`src/rtl/router_reg.sv`:
```
// Router register block: header capture, byte steering to the destination FIFO, parity and error tracking.
// Optional payload length check is compiled in when ROUTER_REG_LEN_CHECK_EN is defined.
module router_reg (
  input  logic       clk,
  input  logic       reset,
  input  logic       pkt_valid,
  input  logic [7:0] data_in,
  input  logic       fifo_full,
  input  logic       rst_int_reg,
  input  logic       detect_add,
  input  logic       ld_state,
  input  logic       laf_state,
  input  logic       full_state,
  input  logic       lfd_state,
  output logic       parity_done,
  output logic       low_pkt_valid,
  output logic       err,
  output logic [7:0] dout
);

  logic [7:0] header_reg;
  logic [7:0] hold_reg;
  logic [7:0] int_parity_reg;
  logic [7:0] pkt_parity_reg;
  logic       parity_done_d_reg;

  logic hdr_bad;
  logic pkt_clr;
  logic hdr_load;
  logic xor_en;
  logic pd_set;
  logic len_bad;
  logic mismatch;

  // A header addressed to port 3 is not ours to act on, so it must not disturb any state.
  assign hdr_bad  = detect_add & pkt_valid & (data_in[1:0] == 2'b11);
  assign pkt_clr  = detect_add & ~hdr_bad;
  assign hdr_load = pkt_clr & pkt_valid;
  assign xor_en   = ld_state & pkt_valid & ~full_state;
  assign pd_set   = (ld_state & ~fifo_full & ~pkt_valid) |
                    (laf_state & low_pkt_valid & ~parity_done);

`ifdef ROUTER_REG_LEN_CHECK_EN
  logic [5:0] len_cnt_reg;

  always_ff @(posedge clk or posedge reset) begin
    if (reset)
      len_cnt_reg <= 6'd0;
    else if (pkt_clr)
      len_cnt_reg <= 6'd0;
    else if (xor_en)
      len_cnt_reg <= len_cnt_reg + 6'd1;
  end

  assign len_bad = (len_cnt_reg != header_reg[7:2]);
`else
  assign len_bad = 1'b0;
`endif

  assign mismatch = (int_parity_reg != pkt_parity_reg) | len_bad;

  always_ff @(posedge clk or posedge reset) begin
    if (reset) begin
      header_reg <= 8'h00;
      hold_reg   <= 8'h00;
      dout       <= 8'h00;
    end else begin
      if (hdr_load)
        header_reg <= data_in;
      // The byte offered while the FIFO is full is parked and replayed in LOAD_AFTER_FULL.
      if (ld_state && fifo_full)
        hold_reg <= data_in;
      if (lfd_state)
        dout <= header_reg;
      else if (ld_state && !fifo_full)
        dout <= data_in;
      else if (laf_state)
        dout <= hold_reg;
    end
  end

  always_ff @(posedge clk or posedge reset) begin
    if (reset) begin
      int_parity_reg    <= 8'h00;
      pkt_parity_reg    <= 8'h00;
      parity_done       <= 1'b0;
      parity_done_d_reg <= 1'b0;
      err               <= 1'b0;
    end else begin
      parity_done_d_reg <= parity_done;
      if (pkt_clr) begin
        int_parity_reg <= 8'h00;
        pkt_parity_reg <= 8'h00;
        parity_done    <= 1'b0;
        err            <= 1'b0;
      end else begin
        if (lfd_state)
          int_parity_reg <= int_parity_reg ^ header_reg;
        else if (xor_en)
          int_parity_reg <= int_parity_reg ^ data_in;
        if (pd_set) begin
          parity_done    <= 1'b1;
          pkt_parity_reg <= data_in;
        end
        // Evaluate exactly once, the cycle after parity_done rises.
        if (parity_done && !parity_done_d_reg && mismatch)
          err <= 1'b1;
      end
    end
  end

  always_ff @(posedge clk or posedge reset) begin
    if (reset)
      low_pkt_valid <= 1'b0;
    else if (rst_int_reg)
      low_pkt_valid <= 1'b0;
    else if (ld_state && !pkt_valid)
      low_pkt_valid <= 1'b1;
  end

endmodule

```
`config.mk`:
```
export PLATFORM = sky130hd
export DESIGN_NAME = router_reg
export DESIGN_NICKNAME = d
export VERILOG_FILES = /design/src/rtl/router_reg.sv
export SDC_FILE = /design/constraint.sdc
export NUM_CORES = 1
export LEC_CHECK = 0
export ABC_AREA = 1
export CAP_MARGIN = 25
export CORE_MARGIN = 2
export CORE_UTILIZATION = 40
export CTS_CLUSTER_DIAMETER = 50
export DETAILED_ROUTE_END_ITERATION = 10
export PLACE_DENSITY = 0.74
export SKIP_LAST_GASP = 1
export SYNTH_ARGS = -nofsm -noshare
export SYNTH_HDL_FRONTEND = slang
export SYNTH_SLANG_ARGS = --single-unit
```
`constraint.sdc`:
```
create_clock -name clk -period 1.4 [get_ports clk]
set_input_delay 0.28 -clock clk [delete_from_list [all_inputs] [get_ports clk]]
set_output_delay 0.28 -clock clk [all_outputs]
set_load 0.01 [all_outputs]
```
# Word level (Yosys, flattened, before mapping)
# Index checks and enable logic that the tools add are counted.
# totals
regBits,44
out_inout_bits,11
# op_classes
n_eq_ne,2
bitwise_logic,18
reduce_logical,13
mux,14
# ops
cell,count
$mux W8,8
$xor A8 B8 Y8,2
$and A1 B1 Y1,10
$ne A8 B8 Y1,1
$mux W1,6
$reduce_bool A2 Y1,3
$reduce_bool A3 Y1,2
$logic_and A1 B1 Y1,5
$not A1 Y1,5
$logic_not A1 Y1,3
$eq A2 B2 Y1 const B,1
$or A1 B1 Y1,1

# Longest topological paths before layout
# Gate-level depths: netlist of run 1.
# logic_depth
depth_word,6
mapped_depth,8
mapped_depth_nobuf,8

# Worst setup path before layout of run 1
# OpenSTA, ideal clock, no wires.
# synth_path
path_type,input-to-reg
startpoint,in lfd_state
endpoint,reg int_parity_reg[4]
n_path_buf,2
cell_stages,7
setup_time_ns,0.117
required_time_ns,1.283
path_slack_ns,0.263
t_arrival_ns,1.020
cell_sequence,buf_2 > clkbuf_1 > nand2_1 > o21ai_0 > nand2_1 > nor2_1 > nor2_1
# synth_between
elab_chain_cells,2
elab_cells_between_ends,3
cone_classes,2 x mux; 1 x reduce/logical
# synth_lines
item,line_no,source
"start, declared",14,"input logic lfd_state,"
$mux W8,97,if (lfd_state)
$mux W8,91,if (pkt_clr) begin
"end signal, assigned",98,int_parity_reg <= int_parity_reg ^ header_reg;
"end signal, assigned",100,int_parity_reg <= int_parity_reg ^ data_in;
"end, declared",23,logic [7:0] int_parity_reg;
# Parallel ways exist; a longest one is shown, timed or not.
# A chain may end at the register's enable or synchronous reset.

# Worst setup path after layout of run 1
# layout_path
startpoint,in data_in[0]
endpoint,reg int_parity_reg[3]
# layout_between
elab_chain_cells,5
elab_cells_between_ends,6
cone_classes,1 x eq/ne; 1 x mux; 3 x bitwise; 1 x reduce/logical
# layout_lines
item,line_no,source
"start, declared",7,"input logic [7:0] data_in,"
$eq A2 B2 Y1 (*),36,assign hdr_bad = detect_add & pkt_valid & (data_in[1:0] == 2'b11);
$and A1 B1 Y1 (*),36,
$not A1 Y1 (*),37,assign pkt_clr = detect_add & ~hdr_bad;
$and A1 B1 Y1 (*),37,
$reduce_bool A3 Y1 (no source line) or $mux W8 (tied branches),n/a,
# Every way passes the cells marked *; elsewhere a longest branch is shown, timed or not.

==> impl_metrics.csv, run 1 <==
group,metric,value,unit
outcome,outcome,"finished, final reports clean",
yosys,synth_area_leaders,"dfrtp_1 (53%), nand2_1 (13%), o21ai_0 (8.4%)",
hold_path,hold_class,"in -> async",
critical_path,cp_common_cell,"nand2_1",
sta,worstMarginPinSlew,0.280,ns
layout,drive_gt1_share,15.4,%
yosys,avgSynthCellArea,8.01,um2
detailed_routing,via_per_inst,4.80,
critical_path,rrSetupSlack,0.24,ns
floorplanning,die-area,0.00582,mm2
sta,maxSlewHeadroom,81.1,%
layout,area_growth,33.2,%
yosys,synth_cell_types,20,
yosys,synth_seq_cells,44,
critical_path,timing.rr.end,"pkt_parity_reg[1]",
critical_path,startpoint_type,"primary input",
yosys,synth_nets,279,
yosys,synth_top_area_share,52.7,%
cts,clk_latency,0.30,ns
detailed_routing,drt-initial-drc-count,116,
placement,dp.cells,377,
grt,antenna_found_initial,0,
critical_path,cpMaxStageDelayCell,"clkdlybuf4s50_1",
critical_path,startpoint,"data_in[0]",
critical_path,critPathKind,"in -> reg",
cts,cts_buffers,5,
critical_path,arrival,1.56,ns
grt,gr-total-overflow,0,
yosys,synth_area,0.00209,mm2
placement,numPortBuffers,28,
yosys,yosys_warnings,0,
cts,cts_hold_buf,0,
sta,rsz0062_at_grt,"true",
detailed_routing,detail_route.wl_per_cell,12.6,um
critical_path,critPathCaptureType,"register",
sta,hold_viol_final,0,
floorplanning,die_x,76.3,um
critical_path,crit_fanout,8,
cts,cts_tree,"done",
cts,clockRootBuffer,"clkbuf_8",
yosys,yosysSeqAreaShare,52.7,%
sta,min_period,1.37,ns
placement,pre_cts_ws,-0.358,ns
grt,grt_pass1_wl,8.40,mm
critical_path,crit_required,1.60,ns
detailed_routing,drc,0,
sta,fin_crit_sh,97.6,%
layout,seqCellArea,0.00110,mm2
cts,clock-sinks,44,
sta,setup_viol,0,
layout,fillers,486,
floorplanning,die_h,76.3,um
critical_path,r2r_cells,6,
detailed_routing,totalWireLength,4.88,mm
sta,holdWs,0.330,ns
layout,stdcell_count,388,
layout,final_nets,335,
layout,n_antenna_cell,0,
floorplanning,core,0.00507,mm2
detailed_routing,dr.pass1.iters,4,
placement,hpwl,3.60,mm
sta,finalMaxSlewViolations,0,
grt,grt_max_degree,45,
grt,grt_pass1_vias,1897,
power,ir_drop,0.000413,V
floorplanning,initial_core_util,41.2,%
critical_path,reg2reg_from,"parity_done",
detailed_routing,num_vias,1863,
floorplanning,rows,26,
detailed_routing,ant_nets,0,
cts,clk_pin_slew,0.08,ns
grt,track_usage,18.0,%
job,maxCapViolCount,0,
cts,cts.htree.levels,2,
floorplanning,ios,29,
yosys,synth_top_area_cell,"dfrtp_1",
power,powerDensity,1140,mW/mm2
yosys,synth_cells,261,
layout,fin_util,54.9,%
placement,gp_congestion,0.812,
power,p_leak,1.38,nW
power,power.total,0.00317,W
sta,finClkSkew,0.00525,ns
layout,multi_input_area,853,um2
sta,fmax,732,MHz
cts,clock_path_buffers,2,
critical_path,cpPeakStageDelay,0.53,ns
critical_path,worstPathCellList,"clkdlybuf4s50_1 -> nand2_2 -> o21ai_4 -> nand2_2 -> nand2_1 -> nand2_1 -> nand2_1 -> nor2_1",
sta,fin_ws,0.0331,ns
==> per-stage QoR <==
step	cell area [um2]	setup TNS, ns
floorplan	2090	0
global placement	2650	-6.66
detailed placement	2650	-7.47
CTS	2740	0
global route	2780	-0.246
finish	2780	0
==> cells in the final DEF, fill, tap and decap left out, drive strengths merged, types with 6 or more instances in the layout <==
master         Yosys  routed
nand2             75      75
dfrtp             44      44
clkdlybuf4s50      0      17
dlygate4sd2        0      11
nand3              9       9
clkbuf             3       6
a21oi             11      11
inv               29      29
buf                5      29
o21ai             40      40
nor2              30      30
a31oi              8       8
==> per-layer routing <==
| metal | vias up | track usage (%) | part of all wire, % | wire length, um |
|---|---|---|---|---|
| met5 | - | 0 | 0 | 0 |
| met4 | 0 | 6.00 | 1.3 | 65 |
| met2 | 42 | 30.6 | 49 | 2370 |
| met1 | 865 | 22.6 | 46 | 2240 |
| met3 | 7 | 4.15 | 4.2 | 205 |
| li1 | 949 | - | - | - |
==> timing repair <==
item | in CTS | in global routing
endpoints found under the setup margin | 12 | 17
buffers inserted | 0 | 3
resized for setup | 12 | 5
cloned | 0 | 0
pin swaps | 0 | 1
==> worst max-delay path by stage <==
stage,to,depth (start not counted)
finish,int_parity_reg[3],8
global route,int_parity_reg[6],8
CTS,pkt_parity_reg[7],6
detailed placement,pkt_parity_reg[7],7
global placement,pkt_parity_reg[7],7
floorplan,dout[0],1
==> cells by family after synthesis <==
logic type	Yosys count	share of synthesized area [%]
simple gates	115	21.9
flops	44	52.7
buf+inv	37	7.25
compound gates	62	16.9
xor+xnor	3	1.26
==> cells in the mapped netlist <==
master	number
nand2_1	73
dfrtp_1	44
o21ai_0	35
nor2_1	29
inv_1	27
a21oi_1	11
nand3_1	9
a31oi_1	8
buf_2	4
o21ai_2	4
clkbuf_1	3
o31ai_1	3
xnor2_1	3
inv_2	2
buf_6	1
nand2_2	1
nand2_4	1
nor2_2	1
nor3_1	1
o21ai_4	1
==> worst max-delay path, delay by kind of cell <==
family | cells | cell delay (ns)
buf+inv | 1 | 0.53
simple gates | 6 | 0.53
compound gates | 1 | 0.23
==> area by class of cell <==
| cell class | instances | share of cell area [%] |
|---|---|---|
| Clock buffer | 6 | 2.61 |
| Clock inverter | 2 | 1.26 |
| Inverter | 29 | 3.91 |
| Multi-Input combinational cell | 180 | 30.7 |
| Sequential cell | 44 | 39.6 |
| Tap cell | 70 | 3.15 |
| Timing Repair Buffer | 57 | 18.9 |
==> report_power, final <==
part	internal, W	switching (W)
registers	0.00143	0.0000824
clock network	0.000530	0.000445
logic	0.000310	0.000373
total	0.00227	0.000900
(Power assumes the default switching activity.)
==> inputs of run 2 (changes only) <==
==> constraint.sdc (replaced) <==
create_clock -name clk -period 1.4 [get_ports clk]
set_input_delay 0.35 -clock clk [delete_from_list [all_inputs] [get_ports clk]]
set_output_delay 0.35 -clock clk [all_outputs]
set_load 0.01 [all_outputs]
==> impl_metrics.csv, run 2 (same netlist as run 1, synthesis figures left out) <==
group,metric,value,unit
outcome,outcome,"finished, final reports clean",
cts,clk_latency,0.30,ns
floorplanning,die_x,76.3,um
critical_path,path_delay_family,"flip-flops",
layout,final_common_cell,"nand2_1",
critical_path,cpMaxStageDelayCell,"dfrtp_1",
critical_path,rrSetupSlack,0.27,ns
layout,final_nets,338,
placement,hpwl,3.51,mm
power,ir_drop,0.000530,V
sta,tns,0,ns
hold_path,hold_class,"in -> async",
critical_path,critPathKind,"reg -> out",
detailed_routing,num_vias,1875,
critical_path,crit_required,1.05,ns
detailed_routing,detail_route.wl_per_cell,12.5,um
critical_path,arrival,1.01,ns
sta,holdWs,0.408,ns
grt,antenna_found_initial,0,
floorplanning,core,0.00507,mm2
grt,track_usage,17.9,%
sta,fmax,736,MHz
layout,seqCellArea,0.00110,mm2
detailed_routing,drt-initial-drc-count,106,
sta,worstMarginPinSlew,0.279,ns
cts,clock_path_buffers,2,
layout,stdcell_count,391,
detailed_routing,totalWireLength,4.90,mm
detailed_routing,via_per_inst,4.80,
cts,cts.htree.levels,2,
cts,clock-sinks,44,
sta,fin_ws,0.0416,ns
placement,gp_congestion,0.813,
placement,numPortBuffers,28,
detailed_routing,drc,0,
layout,final_cell_mix,"nand2_1 (65), dfrtp_1 (44), o21ai_0 (30)",
layout,area_growth,35.9,%
critical_path,crit_fanout,2,
layout,n_antenna_cell,0,
power,powerDensity,1070,mW/mm2
critical_path,critPathCaptureType,"output port",
critical_path,startpoint_type,"register",
sta,fin_crit_sh,97.0,%
critical_path,worst-path-buf-inv,1,
placement,pre_cts_ws,-0.402,ns
sta,finalMaxSlewViolations,0,
floorplanning,die_h,76.3,um
grt,grt_pass1_wl,8.33,mm
sta,rsz0062_at_grt,"false",
detailed_routing,ant_nets,0,
sta,maxSlewHeadroom,81.3,%
grt,grt_pass1_vias,1795,
sta,setup_viol,0,
cts,clockRootBuffer,"clkbuf_8",
sta,hold_viol_final,0,
floorplanning,die-area,0.00582,mm2
sta,finClkSkew,0.00292,ns
layout,fillers,471,
power,power.total,0.00305,W
cts,cts_buffers,5,
detailed_routing,dr.pass1.iters,4,
power,p_leak,1.44,nW
job,maxCapViolCount,0,
critical_path,cpPeakStageDelay,0.41,ns
floorplanning,rows,26,
sta,min_period,1.36,ns
critical_path,worstPathCellList,"dlygate4sd2_1",
grt,grt_max_degree,45,
floorplanning,ios,29,
placement,dp.cells,382,
grt,gr-total-overflow,0,
layout,multi_input_area,886,um2
cts,cts_tree,"done",
layout,drive_gt1_share,19.3,%
floorplanning,initial_core_util,41.2,%
cts,clk_pin_slew,0.08,ns
==> run 2: stage by stage <==
stage          area (um2)  util, %
2_1_floorplan        2090        -
3_3_place_gp         2690     52.9
3_5_place_dp         2690     52.9
4_1_cts              2760     54.4
5_1_grt              2840     55.9
6_report             2840     55.9
==> run 2: path summary, 6_finish.rpt <==
kind | start | to | depth (start not counted)
setup / recovery | dout[1] | dout[1] | 1
hold / removal | reset | pkt_parity_reg[4] | 3
setup reg to reg | parity_done | pkt_parity_reg[7] | 6
hold reg to reg | parity_done | parity_done_d_reg | 0
max in group asynchronous | reset | dout[2] | 3
min in group clk | parity_done | parity_done_d_reg | 0
==> run 2: final cells by class <==
cell class,instances,share of cell area [%]
well taps,70,3.09
clock buffers,8,3.17
flip-flops and latches,44,38.8
multi-input cells,180,31.2
repair buffers,60,19.8
inverters,29,3.92
==> run 2: per-layer routing <==
layer | global-route usage (%) | share of wire (%)
met1 | 24.2 | 46
met4 | 6.73 | 1.8
met5 | 0 | 0
met2 | 27.9 | 48
met3 | 4.50 | 4.1
==> run 2: what timing repair did <==
action                                  in CTS  in global routing
endpoints found under the setup margin      17                 28
resized for setup                           13                 27
hold buffers                                 0                  0
setup buffers                                0                  1
pin swaps                                    0                  3
==> run 2: where the power goes <==
group / total, W / switching (W) / leakage (nW) / internal (W)
clock: 0.000834 / 0.000431 / 0.0455 / 0.000403
sequential: 0.00152 / 0.0000886 / 0.559 / 0.00143
combinational: 0.000702 / 0.000384 / 0.839 / 0.000319
total: 0.00305 / 0.000903 / 1.44 / 0.00215
